`src/rtl/multicycle_control_fsm.sv`:
```
// Moore sequencing controller for the multicycle MIPS datapath: steps each
// instruction through fetch/decode/execute/memory/writeback and drives all selects.
module multicycle_control_fsm #(
    parameter int MEM_WAIT_EN = 1,
    parameter int STATE_W     = 4
) (
    input  logic               clk,
    input  logic               reset,
    input  logic [5:0]         opcode,
    input  logic [5:0]         funct,
    input  logic               zero,
    input  logic               mem_ready,
    output logic               iord,
    output logic               mem_write,
    output logic               ir_write,
    output logic               reg_dst,
    output logic               memto_reg,
    output logic               reg_write,
    output logic               alu_src_a,
    output logic [1:0]         alu_src_b,
    output logic [2:0]         alu_control,
    output logic [1:0]         pc_src,
    output logic               pc_en,
    output logic               instr_done,
    output logic               illegal_op,
    output logic [STATE_W-1:0] state_dbg
);

    localparam logic [STATE_W-1:0] S_FETCH    = STATE_W'(0);
    localparam logic [STATE_W-1:0] S_DECODE   = STATE_W'(1);
    localparam logic [STATE_W-1:0] S_MEMADR   = STATE_W'(2);
    localparam logic [STATE_W-1:0] S_MEMRD    = STATE_W'(3);
    localparam logic [STATE_W-1:0] S_MEMWB    = STATE_W'(4);
    localparam logic [STATE_W-1:0] S_MEMWR    = STATE_W'(5);
    localparam logic [STATE_W-1:0] S_EXECUTE  = STATE_W'(6);
    localparam logic [STATE_W-1:0] S_ALUWB    = STATE_W'(7);
    localparam logic [STATE_W-1:0] S_BRANCH   = STATE_W'(8);
    localparam logic [STATE_W-1:0] S_ADDIEXEC = STATE_W'(9);
    localparam logic [STATE_W-1:0] S_ADDIWB   = STATE_W'(10);
    localparam logic [STATE_W-1:0] S_JUMP     = STATE_W'(11);

    localparam logic [5:0] OP_RTYPE = 6'b000000;
    localparam logic [5:0] OP_LW    = 6'b100011;
    localparam logic [5:0] OP_SW    = 6'b101011;
    localparam logic [5:0] OP_BEQ   = 6'b000100;
    localparam logic [5:0] OP_ADDI  = 6'b001000;
    localparam logic [5:0] OP_J     = 6'b000010;

    localparam logic [2:0] ALU_ADD = 3'b010;
    localparam logic [2:0] ALU_SUB = 3'b110;
    localparam logic [2:0] ALU_AND = 3'b000;
    localparam logic [2:0] ALU_OR  = 3'b001;
    localparam logic [2:0] ALU_SLT = 3'b111;

    logic [STATE_W-1:0] r_state;
    logic [STATE_W-1:0] w_state_next;
    logic               w_ready;
    logic               w_funct_ok;
    logic [2:0]         w_funct_alu;
    logic               w_pc_write;
    logic               w_branch;
    logic               w_mem_write_raw;
    logic               w_ir_write_raw;
    logic               w_reg_write_raw;
    logic               w_instr_done_raw;
    logic               w_illegal_raw;

    assign w_ready = (MEM_WAIT_EN != 0) ? mem_ready : 1'b1;

    always_comb begin
        w_funct_ok  = 1'b1;
        w_funct_alu = ALU_ADD;
        case (funct)
            6'b100000: w_funct_alu = ALU_ADD;
            6'b100010: w_funct_alu = ALU_SUB;
            6'b100100: w_funct_alu = ALU_AND;
            6'b100101: w_funct_alu = ALU_OR;
            6'b101010: w_funct_alu = ALU_SLT;
            default:   w_funct_ok  = 1'b0;
        endcase
    end

    always_ff @(posedge clk) begin
        if (reset) r_state <= S_FETCH;
        else       r_state <= w_state_next;
    end

    always_comb begin
        w_state_next = S_FETCH;
        case (r_state)
            S_FETCH:    w_state_next = w_ready ? S_DECODE : S_FETCH;
            S_DECODE: begin
                case (opcode)
                    OP_LW, OP_SW: w_state_next = S_MEMADR;
                    OP_RTYPE:     w_state_next = w_funct_ok ? S_EXECUTE : S_FETCH;
                    OP_BEQ:       w_state_next = S_BRANCH;
                    OP_ADDI:      w_state_next = S_ADDIEXEC;
                    OP_J:         w_state_next = S_JUMP;
                    default:      w_state_next = S_FETCH;
                endcase
            end
            S_MEMADR: begin
                if (opcode == OP_LW)      w_state_next = S_MEMRD;
                else if (opcode == OP_SW) w_state_next = S_MEMWR;
                else                      w_state_next = S_FETCH;
            end
            S_MEMRD:    w_state_next = w_ready ? S_MEMWB : S_MEMRD;
            S_MEMWR:    w_state_next = w_ready ? S_FETCH : S_MEMWR;
            S_EXECUTE:  w_state_next = S_ALUWB;
            S_ADDIEXEC: w_state_next = S_ADDIWB;
            default:    w_state_next = S_FETCH;
        endcase
    end

    always_comb begin
        iord             = 1'b0;
        w_mem_write_raw  = 1'b0;
        w_ir_write_raw   = 1'b0;
        reg_dst          = 1'b0;
        memto_reg        = 1'b0;
        w_reg_write_raw  = 1'b0;
        alu_src_a        = 1'b0;
        alu_src_b        = 2'b00;
        alu_control      = 3'b000;
        pc_src           = 2'b00;
        w_pc_write       = 1'b0;
        w_branch         = 1'b0;
        w_instr_done_raw = 1'b0;
        w_illegal_raw    = 1'b0;
        case (r_state)
            S_FETCH: begin
                alu_src_b      = 2'b01;
                alu_control    = ALU_ADD;
                w_ir_write_raw = w_ready;
                w_pc_write     = w_ready;
            end
            S_DECODE: begin
                alu_src_b   = 2'b11;
                alu_control = ALU_ADD;
                // Anything that will not dispatch is flagged here, before any write.
                case (opcode)
                    OP_LW, OP_SW, OP_BEQ, OP_ADDI, OP_J: w_illegal_raw = 1'b0;
                    OP_RTYPE: w_illegal_raw = ~w_funct_ok;
                    default:  w_illegal_raw = 1'b1;
                endcase
            end
            S_MEMADR, S_ADDIEXEC: begin
                alu_src_a   = 1'b1;
                alu_src_b   = 2'b10;
                alu_control = ALU_ADD;
            end
            S_MEMRD: iord = 1'b1;
            S_MEMWB: begin
                memto_reg        = 1'b1;
                w_reg_write_raw  = 1'b1;
                w_instr_done_raw = 1'b1;
            end
            S_MEMWR: begin
                iord             = 1'b1;
                w_mem_write_raw  = 1'b1;
                w_instr_done_raw = w_ready;
            end
            S_EXECUTE: begin
                alu_src_a   = 1'b1;
                alu_control = w_funct_alu;
            end
            S_ALUWB: begin
                reg_dst          = 1'b1;
                w_reg_write_raw  = 1'b1;
                w_instr_done_raw = 1'b1;
            end
            S_BRANCH: begin
                alu_src_a        = 1'b1;
                alu_control      = ALU_SUB;
                pc_src           = 2'b01;
                w_branch         = 1'b1;
                w_instr_done_raw = 1'b1;
            end
            S_ADDIWB: begin
                w_reg_write_raw  = 1'b1;
                w_instr_done_raw = 1'b1;
            end
            S_JUMP: begin
                pc_src           = 2'b10;
                w_pc_write       = 1'b1;
                w_instr_done_raw = 1'b1;
            end
            default: ;
        endcase
    end

    // Strobes are suppressed during reset so an abandoned instruction leaves no trace.
    assign mem_write  = w_mem_write_raw  & ~reset;
    assign ir_write   = w_ir_write_raw   & ~reset;
    assign reg_write  = w_reg_write_raw  & ~reset;
    assign pc_en      = (w_pc_write | (w_branch & zero)) & ~reset;
    assign instr_done = w_instr_done_raw & ~reset;
    assign illegal_op = w_illegal_raw    & ~reset;
    assign state_dbg  = r_state;

endmodule

```
`config.mk`:
```
export PLATFORM = sky130hd
export DESIGN_NAME = multicycle_control_fsm
export DESIGN_NICKNAME = d
export VERILOG_FILES = /design/src/rtl/multicycle_control_fsm.sv
export SDC_FILE = /design/constraint.sdc
export NUM_CORES = 1
export LEC_CHECK = 0
export CAP_MARGIN = 10
export CELL_PAD_IN_SITES_DETAIL_PLACEMENT = 0
export CELL_PAD_IN_SITES_GLOBAL_PLACEMENT = 1
export CORE_ASPECT_RATIO = 1.2
export CORE_MARGIN = 8
export CORE_UTILIZATION = 24
export DETAILED_ROUTE_END_ITERATION = 8
export PLACE_DENSITY_LB_ADDON = 0.1
export SLEW_MARGIN = 20
export SYNTH_ARGS = -nofsm -noshare
export SYNTH_HDL_FRONTEND = slang
export SYNTH_SLANG_ARGS = --single-unit
```
`constraint.sdc`:
```
create_clock -name clk -period 1.6 [get_ports clk]
set_clock_uncertainty 0.1 [all_clocks]
set_input_delay 0.24 -clock clk [delete_from_list [all_inputs] [get_ports clk]]
set_output_delay 0.24 -clock clk [all_outputs]
set_load 0.02 [all_outputs]
```
==> impl_metrics.env <==
export IMPL_failed_checks="negative setup slack"
export IMPL_numCtsBuffers=3
export IMPL_ys_dominant_reg_cell="sky130_fd_sc_hd__dfxtp_1"
export IMPL_grt_overflow=0
export IMPL_pwr_share_comb=0.494
export IMPL_timing_reg2reg_setup_slack_ns=0.07
export IMPL_detailedRoute_firstIterationViolations=23
export IMPL_final_weighted_congestion_in_routability_driven_placement=0.829
export IMPL_grt_setup_unrepaired="true"
export IMPL_finalSetupViolations=5
export IMPL_ys_types=34
export IMPL_route_met2_wl_um=1710
export IMPL_dp_hpwl_um=2340
export IMPL_floorplan_io_pins=37
export IMPL_synth_ff_latch_count=4
export IMPL_grt_pass1_wl_um=4950
export IMPL_power_share_switching=0.353
export IMPL_ctsLongestPathBuffers=2
export IMPL_totalNegativeSetupSlack_ns=-0.304
export IMPL_hold_worst_slack_ns=0.292
export IMPL_drc=0
export IMPL_die_height_um=72.2
export IMPL_routed_wirelength_um=3030
export IMPL_cap_viol_max_count=0
export IMPL_r2r_start="state_dbg[0]"
export IMPL_pin_count_of_the_biggest_net_entering_global_routing=10
export IMPL_highest_signal_layer="met4"
export IMPL_synth_top_cells_by_area="sky130_fd_sc_hd__dfxtp_1 13%, sky130_fd_sc_hd__nor2_1 9.5%, sky130_fd_sc_hd__a21oi_1 8.7%"
export IMPL_cell_area_after_synthesis_um2=631
export IMPL_final_hold_violation_count=0
export IMPL_status="complete, but fails checks"
export IMPL_routedLengthMet1_um=1150
export IMPL_insertion_delay_ns=0.24
export IMPL_power_leakage_nw=0.737
export IMPL_start_kind="register"
export IMPL_clock_sinks=4
export IMPL_number_of_antenna_repair_diodes=0
export IMPL_antenna_found_initial=0
export IMPL_share_seq_of_total_power=0.228
export IMPL_achievable_frequency_mhz=581
export IMPL_synth_cells=100
export IMPL_cellPowerDensity_nw_per_um2=277
export IMPL_cts_tree="done"
export IMPL_worst_r2r_endpoint="state_dbg[2]"
export IMPL_cp_required_ns=1.26
export IMPL_worstPathMaxFanout=5
export IMPL_final_ant_viol_nets=0
export IMPL_worst_r2r_cell_count=7
export IMPL_rows=20
export IMPL_crit_arrival_ns=1.38
export IMPL_start_util=0.250
export IMPL_core_area_um2=2530
export IMPL_worst_setup_endpoint="ir_write"
export IMPL_hold_depth=4
export IMPL_setup_worst_path_start="state_dbg[3]"
export IMPL_number_of_flops_mapped_to_enable_cells_by_yosys=0
export IMPL_post_synth_top_area_cell="sky130_fd_sc_hd__dfxtp_1"
export IMPL_synth_yosys_warnings=0
export IMPL_dr_wl_met3_um=116
export IMPL_fraction_of_power_consumed_by_the_clock_network=0.278
export IMPL_fin_ws_ns=-0.122
export IMPL_max_vdd_ir_drop_uv=256
export IMPL_flow_area_growth_from_synthesis_pct=170
export IMPL_layout_nets=204
export IMPL_final_instance_count_excl_fill=219
export IMPL_critPathKind="register to output port"
export IMPL_io_buffer_count=36
export IMPL_cellInternalPower_mw=0.306
export IMPL_dp_cells=207
export IMPL_htree_num_levels=1
export IMPL_slew_viol_final=0
export IMPL_post_detailed_route_via_to_cell_ratio=4.91
export IMPL_avgRoutedWirePerCell_um=13.8
export IMPL_clk_transition_reported_paths_ns=0.04
export IMPL_cts_root_buffer="sky130_fd_sc_hd__clkbuf_4"
export IMPL_synth_async_sr_flop_share=0
export IMPL_grt_total_usage=0.131
export IMPL_hold_path_class="input port to register"
export IMPL_via_count_of_the_first_global_routing_pass=1147
export IMPL_largest_register_ff_count=4
export IMPL_switchingPower_mw=0.167
export IMPL_vias=1075
export IMPL_timing_worst_slew_pin_value_ns=0.365
export IMPL_die_width_um=62.8
export IMPL_drt_pre_antenna_iters=4
export IMPL_tightest_slew_margin_relative_to_the_limit=0.757
export IMPL_floorplan_die_area_um2=4530
export IMPL_synthesis_nets=116
export IMPL_finalCritPeriodShare=1.08
export IMPL_end_kind="output port"
export IMPL_synth_seq_area_share=0.127
export IMPL_post_synth_top_area_fraction=0.127
export IMPL_share_of_post_route_cells_with_drive_strength_above_1=0.661
export IMPL_postSynthAreaPerCell_um2=6.31
export IMPL_period_needed_ns=1.72
## cells in the mapped netlist (2+ instances only)
cell,number
sky130_fd_sc_hd__o32ai_1,2
sky130_fd_sc_hd__nand3_1,3
sky130_fd_sc_hd__o21ai_0,6
sky130_fd_sc_hd__nand2_1,7
sky130_fd_sc_hd__nand2_2,2
sky130_fd_sc_hd__a21oi_1,11
sky130_fd_sc_hd__dfxtp_1,4
sky130_fd_sc_hd__nand2b_1,2
sky130_fd_sc_hd__nor2_1,16
sky130_fd_sc_hd__a31oi_1,4
sky130_fd_sc_hd__nor3_1,6
sky130_fd_sc_hd__nor3b_1,3
sky130_fd_sc_hd__inv_1,7
sky130_fd_sc_hd__xnor2_1,2
sky130_fd_sc_hd__buf_2,3
sky130_fd_sc_hd__nand4_1,4
## cell type report
cell class / count / area (µm²)
sequential: 4 / 92.6
multi-input combinational: 85 / 764
clock buffer: 3 / 22.5
fill: 215 / 822
tap: 33 / 41.3
timing repair buffer: 87 / 741
inverter: 7 / 43.8
## metrics by stage
step	total power, mW	cell area, µm²	utilization	setup slack, ns
CTS	0.446	1460	0.579	-0.131
global placement	0.307	1390	0.551	-0.728
global route	0.501	1710	0.675	-0.168
finish	0.473	1710	0.675	-0.122
floorplan	0.184	708	-	-0.0213
detailed placement	0.310	1390	0.551	-0.792
## worst max-delay path, cell delays in order, from the launching register on
cell and delay (ns):
sky130_fd_sc_hd__dfxtp_4 0.35, sky130_fd_sc_hd__or2_4 0.25, sky130_fd_sc_hd__buf_6 0.13, sky130_fd_sc_hd__nor4b_4 0.23, sky130_fd_sc_hd__buf_4 0.18
## worst min-delay path by stage
stage / start / to / slack (ns)
final: opcode[2] / state_dbg[0] / 0.29
after global routing: opcode[2] / state_dbg[0] / 0.32
after CTS: reset / state_dbg[3] / 0.42
after detailed placement: state_dbg[2] / state_dbg[3] / 0.49
after global placement: state_dbg[2] / state_dbg[3] / 0.49
after floorplan: reset / state_dbg[3] / 0.22
## routing by layer
metal,GRT usage,vias to the layer above
met5,0,-
met4,0.0533,0
met3,0.0216,5
met2,0.258,27
met1,0.132,504
li1,-,539
## cell usage in the layout, fill, tap and decap left out, types with 3 or more instances in the layout
cell type	n
sky130_fd_sc_hd__nand2_1	3
sky130_fd_sc_hd__o21ai_0	3
sky130_fd_sc_hd__nor3_2	5
sky130_fd_sc_hd__clkbuf_2	4
sky130_fd_sc_hd__nand2_8	3
sky130_fd_sc_hd__a21oi_1	9
sky130_fd_sc_hd__nor2_4	4
sky130_fd_sc_hd__buf_6	16
sky130_fd_sc_hd__buf_4	50
sky130_fd_sc_hd__nand4_1	4
sky130_fd_sc_hd__clkbuf_4	3
sky130_fd_sc_hd__inv_1	4
sky130_fd_sc_hd__dlygate4sd2_1	10
sky130_fd_sc_hd__o21ai_1	3
sky130_fd_sc_hd__dfxtp_4	3
sky130_fd_sc_hd__nor2_1	7
sky130_fd_sc_hd__nor2_2	5
sky130_fd_sc_hd__clkdlybuf4s15_1	3
## power groups by stage
stage	sequential [mW]	clock [mW]	combinational [mW]
global route	0.108	0.141	0.252
detailed placement	0.108	0	0.201
global placement	0.108	0	0.198
finish	0.108	0.132	0.234
CTS	0.106	0.135	0.205
floorplan	0.108	0	0.0759
## cell families after synthesis
family | share of synthesized area
simple gates | 0.433
flops | 0.127
xor+xnor | 0.0417
compound gates | 0.327
buf+inv | 0.0714
## timing repair
action	in CTS	in global routing
gates resized for setup	131	56
endpoints found under the setup margin	24	18
cloned	0	0
pin swaps	11	20
setup buffers	3	6
hold buffers	0	0
(Power assumes the default switching activity.)
